--- config.mk ---
export PLATFORM = sky130hd
export DESIGN_NAME = aes256_key_schedule_seq_flat
export DESIGN_NICKNAME = d
export VERILOG_FILES = /design/src/rtl/aes_pkg.sv /design/src/rtl/aes256_key_schedule_seq_if.sv /design/src/rtl/aes256_key_expansion_iter.sv /design/src/rtl/aes_sbox.sv /design/src/rtl/aes256_key_schedule_seq.sv /design/src/flat_wrapper.sv
export SDC_FILE = /design/constraint.sdc
export NUM_CORES = 2
export LEC_CHECK = 0
export CAP_MARGIN = 30
export CELL_PAD_IN_SITES_DETAIL_PLACEMENT = 0
export CELL_PAD_IN_SITES_GLOBAL_PLACEMENT = 1
export CORE_MARGIN = 1.5
export CORE_UTILIZATION = 48
export CTS_BUF_LIST = sky130_fd_sc_hd__clkbuf_4 sky130_fd_sc_hd__clkbuf_8
export DETAILED_ROUTE_END_ITERATION = 8
export PLACE_DENSITY = 0.95
export SETUP_SLACK_MARGIN = 0.05
export SYNTH_ARGS = -nofsm -noshare
export SYNTH_HDL_FRONTEND = slang
export SYNTH_SLANG_ARGS = --single-unit
--- constraint.sdc ---
create_clock -name clk -period 22.2 [get_ports clk]
set_input_delay 4.44 -clock clk [delete_from_list [all_inputs] [get_ports clk]]
set_output_delay 4.44 -clock clk [all_outputs]
set_load 0.05 [all_outputs]
--- src/rtl/aes_pkg.sv ---
// Shared AES-256 key schedule types, Rcon table and GF(2^8) S-box arithmetic.
package aes_pkg;

    typedef logic [127:0] aes_rk_t;
    typedef logic [31:0]  aes_word_t;

    typedef enum logic {
        ST_IDLE,
        ST_EMIT
    } ks_state_t;

    localparam int AES256_NUM_ROUND_KEYS = 15;

    // Entry 0 is unused padding so the table can be indexed directly by round/2.
    localparam logic [7:0] AES_RCON [0:7] = '{
        8'h00, 8'h01, 8'h02, 8'h04, 8'h08, 8'h10, 8'h20, 8'h40
    };

    function automatic logic [7:0] gf_mul(input logic [7:0] a, input logic [7:0] b);
        logic [7:0] p;
        logic [7:0] aa;
        p  = '0;
        aa = a;
        for (int i = 0; i < 8; i++) begin
            if (b[i]) p = p ^ aa;
            aa = {aa[6:0], 1'b0} ^ (aa[7] ? 8'h1b : 8'h00);
        end
        return p;
    endfunction

    // Multiplicative inverse as x^254 (0 maps to 0), then the FIPS-197 affine map.
    function automatic logic [7:0] aes_sbox_calc(input logic [7:0] x);
        logic [7:0]  inv;
        logic [7:0]  pw;
        logic [15:0] dbl;
        logic [7:0]  s;
        inv = 8'h01;
        pw  = x;
        for (int i = 1; i < 8; i++) begin
            pw  = gf_mul(pw, pw);
            inv = gf_mul(inv, pw);
        end
        dbl = {inv, inv};
        s   = inv ^ 8'h63;
        for (int k = 1; k < 5; k++) begin
            s = s ^ dbl[15-k -: 8];
        end
        return s;
    endfunction

endpackage

--- src/rtl/aes256_key_schedule_seq_if.sv ---
// Key-in / round-key-out stream bundle for the sequential AES-256 key schedule.
interface aes256_key_schedule_seq_if;
    import aes_pkg::*;

    logic          key_valid;
    logic          key_ready;
    logic [255:0]  key_data;
    logic          rk_valid;
    logic          rk_ready;
    aes_rk_t       rk_data;
    logic [3:0]    rk_idx;
    logic          rk_last;
    logic          busy;

    modport master (
        output key_valid, key_data, rk_ready,
        input  key_ready, rk_valid, rk_data, rk_idx, rk_last, busy
    );

    modport slave (
        input  key_valid, key_data, rk_ready,
        output key_ready, rk_valid, rk_data, rk_idx, rk_last, busy
    );

endinterface

--- src/rtl/aes256_key_expansion_iter.sv ---
// One combinational AES-256 expansion step: next 128-bit half-key from the previous two.
module aes256_key_expansion_iter
    import aes_pkg::*;
(
    input  aes_rk_t    old_halfkey,
    input  aes_rk_t    halfkey,
    input  logic [3:0] round,
    output aes_rk_t    new_halfkey
);

    aes_word_t last_w;
    aes_word_t sub_in;
    aes_word_t sub_out;
    aes_word_t t;
    aes_word_t n0, n1, n2, n3;

    assign last_w = halfkey[31:0];
    // Odd rounds skip RotWord and Rcon; even rounds rotate left one byte.
    assign sub_in = round[0] ? last_w : {last_w[23:0], last_w[31:24]};

    for (genvar g = 0; g < 4; g++) begin : g_sbox
        aes_sbox u_sbox (
            .val     (sub_in[8*g +: 8]),
            .sub_val (sub_out[8*g +: 8])
        );
    end

    assign t  = round[0] ? sub_out : (sub_out ^ {AES_RCON[round[3:1]], 24'h000000});
    assign n0 = old_halfkey[127:96] ^ t;
    assign n1 = old_halfkey[95:64]  ^ n0;
    assign n2 = old_halfkey[63:32]  ^ n1;
    assign n3 = old_halfkey[31:0]   ^ n2;

    assign new_halfkey = {n0, n1, n2, n3};

endmodule

--- src/rtl/aes_sbox.sv ---
// Single-byte AES forward S-box, computed arithmetically.
module aes_sbox
    import aes_pkg::*;
(
    input  logic [7:0] val,
    output logic [7:0] sub_val
);

    assign sub_val = aes_sbox_calc(val);

endmodule

--- src/rtl/aes256_key_schedule_seq.sv ---
// Sequential AES-256 key schedule streaming rk0..rk14, one per accepted beat.
// Optional AES256_KS_ZEROIZE_EN clears key material after rk14 and masks rk_data when idle.
module aes256_key_schedule_seq
    import aes_pkg::*;
(
    input  logic                      clk,
    input  logic                      rst,
    aes256_key_schedule_seq_if.slave  bus
);

    localparam logic [3:0] LAST_IDX = 4'(AES256_NUM_ROUND_KEYS - 1);

    ks_state_t  state, state_nxt;
    aes_rk_t    half_a, half_b, half_b_nxt;
    logic [3:0] idx;
    logic [3:0] round;
    logic       key_hs, rk_hs;
    logic       key_ready, rk_valid;

    assign round = idx + 4'd2;

    aes256_key_expansion_iter u_iter (
        .old_halfkey (half_a),
        .halfkey     (half_b),
        .round       (round),
        .new_halfkey (half_b_nxt)
    );

    always_ff @(posedge clk or posedge rst) begin
        if (rst) state <= ST_IDLE;
        else     state <= state_nxt;
    end

    always_comb begin
        state_nxt = state;
        key_ready = 1'b0;
        rk_valid  = 1'b0;
        key_hs    = 1'b0;
        rk_hs     = 1'b0;
        case (state)
            ST_IDLE: begin
                key_ready = 1'b1;
                key_hs    = bus.key_valid;
                if (key_hs) state_nxt = ST_EMIT;
            end
            ST_EMIT: begin
                rk_valid = 1'b1;
                rk_hs    = bus.rk_ready;
                if (rk_hs && (idx == LAST_IDX)) state_nxt = ST_IDLE;
            end
            default: state_nxt = ST_IDLE;
        endcase
    end

    // A always holds the round key on display; B holds the next one.
    always_ff @(posedge clk or posedge rst) begin
        if (rst) begin
            half_a <= '0;
            half_b <= '0;
            idx    <= '0;
        end else if (key_hs) begin
            half_a <= bus.key_data[255:128];
            half_b <= bus.key_data[127:0];
            idx    <= '0;
        end else if (rk_hs) begin
            if (idx < LAST_IDX) begin
                half_a <= half_b;
                if (idx < LAST_IDX - 4'd1) half_b <= half_b_nxt;
                idx <= idx + 4'd1;
            end
`ifdef AES256_KS_ZEROIZE_EN
            else begin
                half_a <= '0;
                half_b <= '0;
            end
`endif
        end
    end

    assign bus.key_ready = key_ready;
    assign bus.rk_valid  = rk_valid;
    assign bus.busy      = rk_valid;
    assign bus.rk_idx    = idx;
    assign bus.rk_last   = rk_valid && (idx == LAST_IDX);
`ifdef AES256_KS_ZEROIZE_EN
    assign bus.rk_data   = rk_valid ? half_a : '0;
`else
    assign bus.rk_data   = half_a;
`endif

endmodule
--- src/flat_wrapper.sv ---
// flat-port wrapper written by rule: the top's interface ports become plain ports
module aes256_key_schedule_seq_flat import aes_pkg::*;
  (clk, rst, bus_key_valid, bus_key_data, bus_rk_ready, bus_key_ready, bus_rk_valid, bus_rk_data, bus_rk_idx, bus_rk_last, bus_busy);
  aes256_key_schedule_seq_if bus_i ();
  input  logic clk;
  input  logic rst;
  input wire logic [$bits(bus_i.key_valid)-1:0] bus_key_valid;
  input wire logic [$bits(bus_i.key_data)-1:0] bus_key_data;
  input wire logic [$bits(bus_i.rk_ready)-1:0] bus_rk_ready;
  output wire logic [$bits(bus_i.key_ready)-1:0] bus_key_ready;
  output wire logic [$bits(bus_i.rk_valid)-1:0] bus_rk_valid;
  output wire logic [$bits(bus_i.rk_data)-1:0] bus_rk_data;
  output wire logic [$bits(bus_i.rk_idx)-1:0] bus_rk_idx;
  output wire logic [$bits(bus_i.rk_last)-1:0] bus_rk_last;
  output wire logic [$bits(bus_i.busy)-1:0] bus_busy;
  assign bus_i.key_valid = bus_key_valid;
  assign bus_i.key_data = bus_key_data;
  assign bus_i.rk_ready = bus_rk_ready;
  assign bus_key_ready = bus_i.key_ready;
  assign bus_rk_valid = bus_i.rk_valid;
  assign bus_rk_data = bus_i.rk_data;
  assign bus_rk_idx = bus_i.rk_idx;
  assign bus_rk_last = bus_i.rk_last;
  assign bus_busy = bus_i.busy;
  aes256_key_schedule_seq u_core (.clk(clk), .rst(rst), .bus(bus_i));
endmodule
After elaboration in Yosys (flattened, before gate mapping):

Memory sizes are Yosys's and may differ from the RTL's.
Index checks and enable logic that the tools add are counted.

* ROM bits: 64
* output and inout bits: 136
* bits of input ports: 260
* bits in registers: 261
* logic and storage cells: 1634
* memories kept: 1

Memory list
* (no name shown): depth 8, width 8, read ports 1, clocked after memory_dff 0, wr ports 0, line aes256_key_expansion_iter.sv:28 `assign t = round[0] ? sub_out : (sub_out ^ {AES_RCON[round[3:1]], 24'h000000});`

* reduce and logical (&&, ||, !) cells: 7
* add/subtract/negate cells: 2
* eq/ne operators: 1
* multiplexer cells: 833
* magnitude comparators: 3
* bitwise operators: 783

Operator list (count)
* $xor A8 B8 Y8: 744
* $mux W8: 422
* $mux W5: 368
* $mux W128: 7
* $xor A32 B32 Y32: 5
* $mux W32: 2
* $mux W4: 7
* $mux W7: 4
* $not A1 Y1 const A: 28
* $mux W6: 4
* $not A4 Y4: 4
* $mux W3: 4
* $mux W1: 10
* $lt A4 B4 Y1 const B: 2
* $mux W2: 4
* $reduce_bool A2 Y1: 3
* $add A4 B1 Y4 const B: 1
* $add A4 B2 Y4 const B: 1
* $eq A4 B4 Y1 const B: 1
* $ge A4 B4 Y1 const B: 1
* $not A3 Y4: 1
* $reduce_and A3 Y1: 1
* $logic_and A1 B1 Y1: 2
* $pmux W1 S2: 1
* other kinds (2): 2

Depth between registers and ports, before layout:

* word-level depth: 144
* mapped depth: 77
* gate-level depth less buffers: 58

Modules after synthesis:

From an unflattened synthesis, not the netlist that was laid out.

* cells, all modules: 9278
* area, all modules: 75677.6 um2

Modules (own cells, without submodules)
* aes_sbox: area each 15342.2 um2, cells an instance 2003, instances 4, seq. area each 0.0 um2
* aes256_key_schedule_seq: area each 12025.3 um2, cells an instance 1081, instances 1, seq. area each 6531.3 um2
* aes256_key_expansion_iter: area each 2283.4 um2, cells an instance 185, instances 1, seq. area each 0.0 um2

Worst setup path before layout:

Ideal clock, no wire load.

* path type: register to register
* from: register u_core.idx[0], in the netlist u_core.bus.rk_idx[0]
* to: register u_core.half_b[93]
* data required time: 22.079 ns
* path slack: 4.043 ns
* period minus slack after synthesis: 18.157 ns
* arrival time: 18.036 ns
* library setup time: 0.121 ns
* path buffers: 17
* cell stages (with the launch flop): 74
* cell sequence: dfrtp_1 buf_6 buf_12 buf_12 buf_12 buf_6 buf_6 buf_6 clkbuf_1 mux2_2 ha_1 clkbuf_1 xnor2_1 o22ai_1 xor2_1 xor2_1 inv_2 clkbuf_1 [... 38 more ...] o32a_1 and4b_1 nor3_1 o221ai_1 nor4_1 xnor2_4 xor2_4 xor2_4 or2_1 o21ai_1 o2bb2ai_1 xor2_1 xnor3_1 xor3_2 xnor3_2 xor2_1 nor2_1 o21ai_1

* longest elaborated chain between the ends: 139
* elaborated cells on any way between the ends: 409
* those cells by class: 1 x add/sub; 2 x order compare; 211 x mux; 191 x bitwise; 3 x reduce/logical; 1 x memory

RTL lines
* start: declaration: line aes256_key_schedule_seq.sv:15 `logic [3:0] idx;`
* start signal: assignment: line aes256_key_schedule_seq.sv:69 `idx <= idx + 4'd1;`
* $add A4 B2 Y4: line aes256_key_schedule_seq.sv:20 `assign round = idx + 4'd2;`
* $mux W32: line aes256_key_expansion_iter.sv:19 `assign sub_in = round[0] ? last_w : {last_w[23:0], last_w[31:24]};`
* $mux W5: line aes_pkg.sv:26 `aa = {aa[6:0], 1'b0} ^ (aa[7] ? 8'h1b : 8'h00);`
* $xor A8 B8 Y8: line aes_pkg.sv:26
* $xor A8 B8 Y8: line aes_pkg.sv:25 `if (b[i]) p = p ^ aa;`
* $mux W8: line aes_pkg.sv:25
* $xor A8 B8 Y8: line aes_pkg.sv:25
* $mux W8: line aes_pkg.sv:25
* [... 123 more ...]
* $xor A32 B32 Y32: line aes256_key_expansion_iter.sv:28
* $mux W32: line aes256_key_expansion_iter.sv:28
* $xor A32 B32 Y32: line aes256_key_expansion_iter.sv:29 `assign n0 = old_halfkey[127:96] ^ t;`
* $xor A32 B32 Y32: line aes256_key_expansion_iter.sv:30 `assign n1 = old_halfkey[95:64] ^ n0;`
* $mux W128: line aes256_key_schedule_seq.sv:68 `if (idx < LAST_IDX - 4'd1) half_b <= half_b_nxt;`
* $mux W128: line aes256_key_schedule_seq.sv:66 `if (idx < LAST_IDX) begin`
* $mux W128: line aes256_key_schedule_seq.sv:65 `end else if (rk_hs) begin`
* $mux W128: line aes256_key_schedule_seq.sv:61 `end else if (key_hs) begin`
* end signal: assignment: line aes256_key_schedule_seq.sv:63 `half_b <= bus.key_data[127:0];`
* end signal: assignment: line aes256_key_schedule_seq.sv:68
* end: declaration: line aes256_key_schedule_seq.sv:14 `aes_rk_t half_a, half_b, half_b_nxt;`

Parallel ways exist; a longest one is shown, timed or not. The select of a mux whose other input is x is not followed.
A chain may end at the register's enable or synchronous reset.

Worst setup path in the final report:

* from: register u_core.idx[0], in the netlist u_core.bus.rk_idx[0]
* to: register u_core.half_b[12]

* longest elaborated chain between the ends: 140
* elaborated cells on any way between the ends: 406
* those cells by class: 1 x add/sub; 2 x order compare; 209 x mux; 191 x bitwise; 3 x reduce/logical

RTL lines
* $add A4 B2 Y4: line aes256_key_schedule_seq.sv:20
* $mux W32: line aes256_key_expansion_iter.sv:19
* $mux W5, or another cell as far along: line aes_pkg.sv:26
* $xor A8 B8 Y8, on equally long branches: line aes_pkg.sv:26, aes_pkg.sv:25
* $xor A8 B8 Y8 or $mux W8 (tied branches): line aes_pkg.sv:25
* $mux W8 or $xor A8 B8 Y8 (tied branches): line aes_pkg.sv:25
* $xor A8 B8 Y8 or $mux W8 (tied branches): line aes_pkg.sv:25
* $mux W8 or $xor A8 B8 Y8 (tied branches): line aes_pkg.sv:25
* [... 124 more ...]
* $xor A32 B32 Y32: line aes256_key_expansion_iter.sv:29
* $xor A32 B32 Y32: line aes256_key_expansion_iter.sv:30
* $xor A32 B32 Y32: line aes256_key_expansion_iter.sv:31 `assign n2 = old_halfkey[63:32] ^ n1;`
* $xor A32 B32 Y32: line aes256_key_expansion_iter.sv:32 `assign n3 = old_halfkey[31:0] ^ n2;`
* $mux W128: line aes256_key_schedule_seq.sv:68
* $mux W128: line aes256_key_schedule_seq.sv:66
* $mux W128: line aes256_key_schedule_seq.sv:65
* $mux W128: line aes256_key_schedule_seq.sv:61

Parallel ways exist; a longest one is shown, timed or not. The select of a mux whose other input is x is not followed.

==> reports/metrics.csv <==
stage;metric;value;unit
detailed_routing;vias after detailed routing;69060;
critical_path;CP arrival;21.29;ns
synthesis;post-synthesis cell type count;123;
global_routing;grt ovf;0;
clocking;clk slew on worst S/H paths;0.08;ns
timing;setup violators final;0;
detailed_routing;Initial DRC Count;8060;
detailed_routing;drt total wl;247200;um
run_status;outcome;finished clean;
timing;TNS Setup;0;ns
synthesis;Post-Syn Area per Cell;7.878;sq um
detailed_routing;met2 WL post-DR;113800;um
layout;Post-Layout Cell Count;11320;
placed_design;HPWL after DPL;182500;um
clocking;Clk Tree Root Cell;clkbuf_8;
timing;Worst Skew;0.07352;ns
die;Placeable Area;149800;sq um
timing;Period minus WS final;20.70;ns
clocking;clk buf depth;3;
detailed_routing;DR WL/cell;21.84;um
synthesis;asr flop ratio synth;1.000;
clocking;number of CTS-inserted buffers;46;
synthesis;post-synthesis sequential area ratio;0.09027;
synthesis;post-synthesis cell count;9184;
timing;RSZ-0062 raised after global routing;false;
global_routing;largest net degree at the start of global routing;171;
run;max-cap violation count;0;
clocking;TritonCTS clock tree;done;
timing;max_slew headroom;0.2602;
clocking;H-tree depth;2;
synthesis;synthesized flop and latch total;261;
die;Core Rows;142;
synthesis;area of the mapped netlist;72350;sq um
synthesis;Post-synth EDFFs;0;
layout;nets@finish;9549;
timing;Hold Fails Final Rpt;0;
die;DIE AREA;153100;sq um
global_routing;vias in the first global route;64580;
timing;period utilization;0.9324;
detailed_routing;Max Used Layer;met5;
die;initial core utilization;0.4831;
detailed_routing;# DRC;0;
hold_path;Hold Path Class;reg -> reg;
die;die height;391.2;um
placed_design;Port-buffer cells;395;
layout;# fillers;14060;
layout;share of layout cells above drive strength 1;0.09252;
global_routing;first-pass GRT wire length;379700;um
die;IO Pins;396;
critical_path;CP max stage delay;0.92;ns
timing;Slew @ Worst Pin;1.110;ns
detailed_routing;M1 WL;103500;um
layout;final core utilization;0.5322;
critical_path;critical path peak fanout;36;
synthesis;syn_nets;9467;
global_routing;initial antenna violation count;18;
synthesis;Synth Warn #;0;
clocking;CTS resizes;0;
clocking;post-CTS setup buffers;0;
layout;Area Growth Syn to Fin;10.17;%
global_routing;GRT Total Usage;0.3085;
clocking;Sink Count;261;
detailed_routing;ANT nets after route;0;
detailed_routing;met3 routed WL;22710;um
critical_path;Worst Path Required;22.79;ns
timing;Pins Over Slew Limit;0;
placed_design;placed cells;11230;
critical_path;CP Class;reg -> reg;
detailed_routing;vias per cell;6.100;
die;Die X;391.2;um
timing;fmax;0.04831;GHz
critical_path;most frequent CP cell;xnor2_1;
synthesis;leading register cell type out of synthesis;dfrtp_1;
placed_design;Final Wtd Congestion;0.9890;
critical_path;slowest CP cell;ha_1;
detailed_routing;First-pass DRT Iterations;6;
critical_path;CP endpoint kind;register;
critical_path;startpoint class of the critical path;register;
clocking;Hold-fix buffers, CTS;0;
clocking;Clock Latency Late Sink;0.71;ns
routing by layer:
metal	global-route usage	up-vias
met2	0.4955	3464
met1	0.4276	33260
met4	0.08914	12
met3	0.04560	449
met5	0	-
li1	-	31880
final timing paths:
path	from	endpoint	slack (ns)	cells after the start
worst max-delay path	u_core.bus.rk_idx[0]$_DFFE_PP0P_	u_core.half_b[12]$_DFFE_PP0P_	1.50	52
worst min-delay path	u_core.half_b[93]$_DFFE_PP0P_	u_core.bus.rk_data[93]$_DFFE_PP0P_	0.48	2
worst max register to register	u_core.bus.rk_idx[0]$_DFFE_PP0P_	u_core.half_b[12]$_DFFE_PP0P_	1.50	52
worst min register to register	u_core.half_b[93]$_DFFE_PP0P_	u_core.bus.rk_data[93]$_DFFE_PP0P_	0.48	2
max in group asynchronous	rst	u_core.bus.rk_data[73]$_DFFE_PP0P_	16.38	4
min in group asynchronous	rst	u_core.bus.rk_data[28]$_DFFE_PP0P_	4.31	2
layout by cell type (no fill, tap or decap), drive strengths merged, types with 36 or more instances in the layout:
master         synthesis  layout
xor3                  74      74
a31oi                 75      75
nand4                 36      36
nand2               1037    1037
and3                  37      37
nor2b                 62      62
a22oi                103     103
inv                   91      93
o31ai                 36      36
clkbuf               410      67
xnor2               1624    1624
o22ai                207     207
xnor3                439     439
nand3                186     186
a211oi                76      76
xor2                 505     505
nor2                1387    1387
o21ai                519     519
nand2b                61      61
dfrtp                261     261
nor3                 194     194
clkdlybuf4s50          0     395
a21oi                481     481
or3                   41      41
mux2i                301     301
mux2                  53      53
a32oi                 38      38
buf                  239     288
o211ai                60      60
and2                  58      58
metrics by stage:
step	worst slack (ns)	hold WS [ns]	instance area [sq um]
floorplan	4.043	0.4613	72350
global placement	1.853	0.4745	78400
detailed placement	1.893	0.4786	78590
CTS	1.797	0.4839	79630
global route	0.2716	0.5144	79700
finish	1.500	0.4843	79710
cell usage after synthesis, types with 59 or more instances:
library cell,count,share of area
nand3_1,186,0.013
a211oi_1,71,0.0074
inv_1,73,0.0038
xor3_1,61,0.020
a21oi_1,474,0.033
clkbuf_1,410,0.021
buf_2,131,0.0091
dfrtp_1,261,0.090
nand2b_1,61,0.0053
a22oi_1,100,0.010
xnor2_1,1483,0.18
o211ai_1,59,0.0061
nor2_1,1374,0.071
buf_1,61,0.0032
mux2i_1,278,0.038
xnor3_1,391,0.12
nand2_1,1034,0.054
xnor2_2,108,0.024
o21ai_1,101,0.0070
o21ai_0,417,0.029
o22ai_1,199,0.017
nor2b_1,62,0.0054
nor3_1,190,0.013
a31oi_1,75,0.0065
xor2_1,467,0.057
final cells by class:
class | instances | area (sq um) | share of cell area
Multi-Input combinational cell | 8174 | 63000 | 0.7904
Sequential cell | 261 | 6535 | 0.08199
Timing Repair Buffer | 683 | 6205 | 0.07784
Tap cell | 2016 | 2522 | 0.03165
Clock buffer | 67 | 853.3 | 0.01071
Inverter | 100 | 384.1 | 0.004819
Clock inverter | 10 | 181.4 | 0.002276
Antenna cell | 10 | 25.02 | 0.0003139
critical path: cells and delay by family (launching register included):
kind / cells / cell delay (ns)
fa+ha+maj: 2 / 1.50
compound gates: 5 / 1.17
mux: 2 / 0.59
xor+xnor: 34 / 15.01
flops: 1 / 0.86
buf+inv: 2 / 0.47
simple gates: 7 / 0.85
cell families (layout without fill, tap and decap cells):
kind of cell,count (synthesis),in the layout,share of synthesized area
xor+xnor,2642,2642,0.4450
other cells,0,10,0
mux,361,361,0.05460
buf+inv,749,860,0.04498
flops,261,261,0.09027
compound gates,1938,1938,0.1715
fa+ha+maj,26,26,0.004393
simple gates,3207,3207,0.1892
flip-flops by register name, indices dropped and copies added, names as in the netlist:
name,cells
u_core.half_b,128
u_core.bus.rk_idx,4
u_core.state,1
u_core.bus.rk_data,128
Power is left out: the tool's default activity adds up to more than one toggle a clock period on the data nets, which glitch-free logic cannot reach.
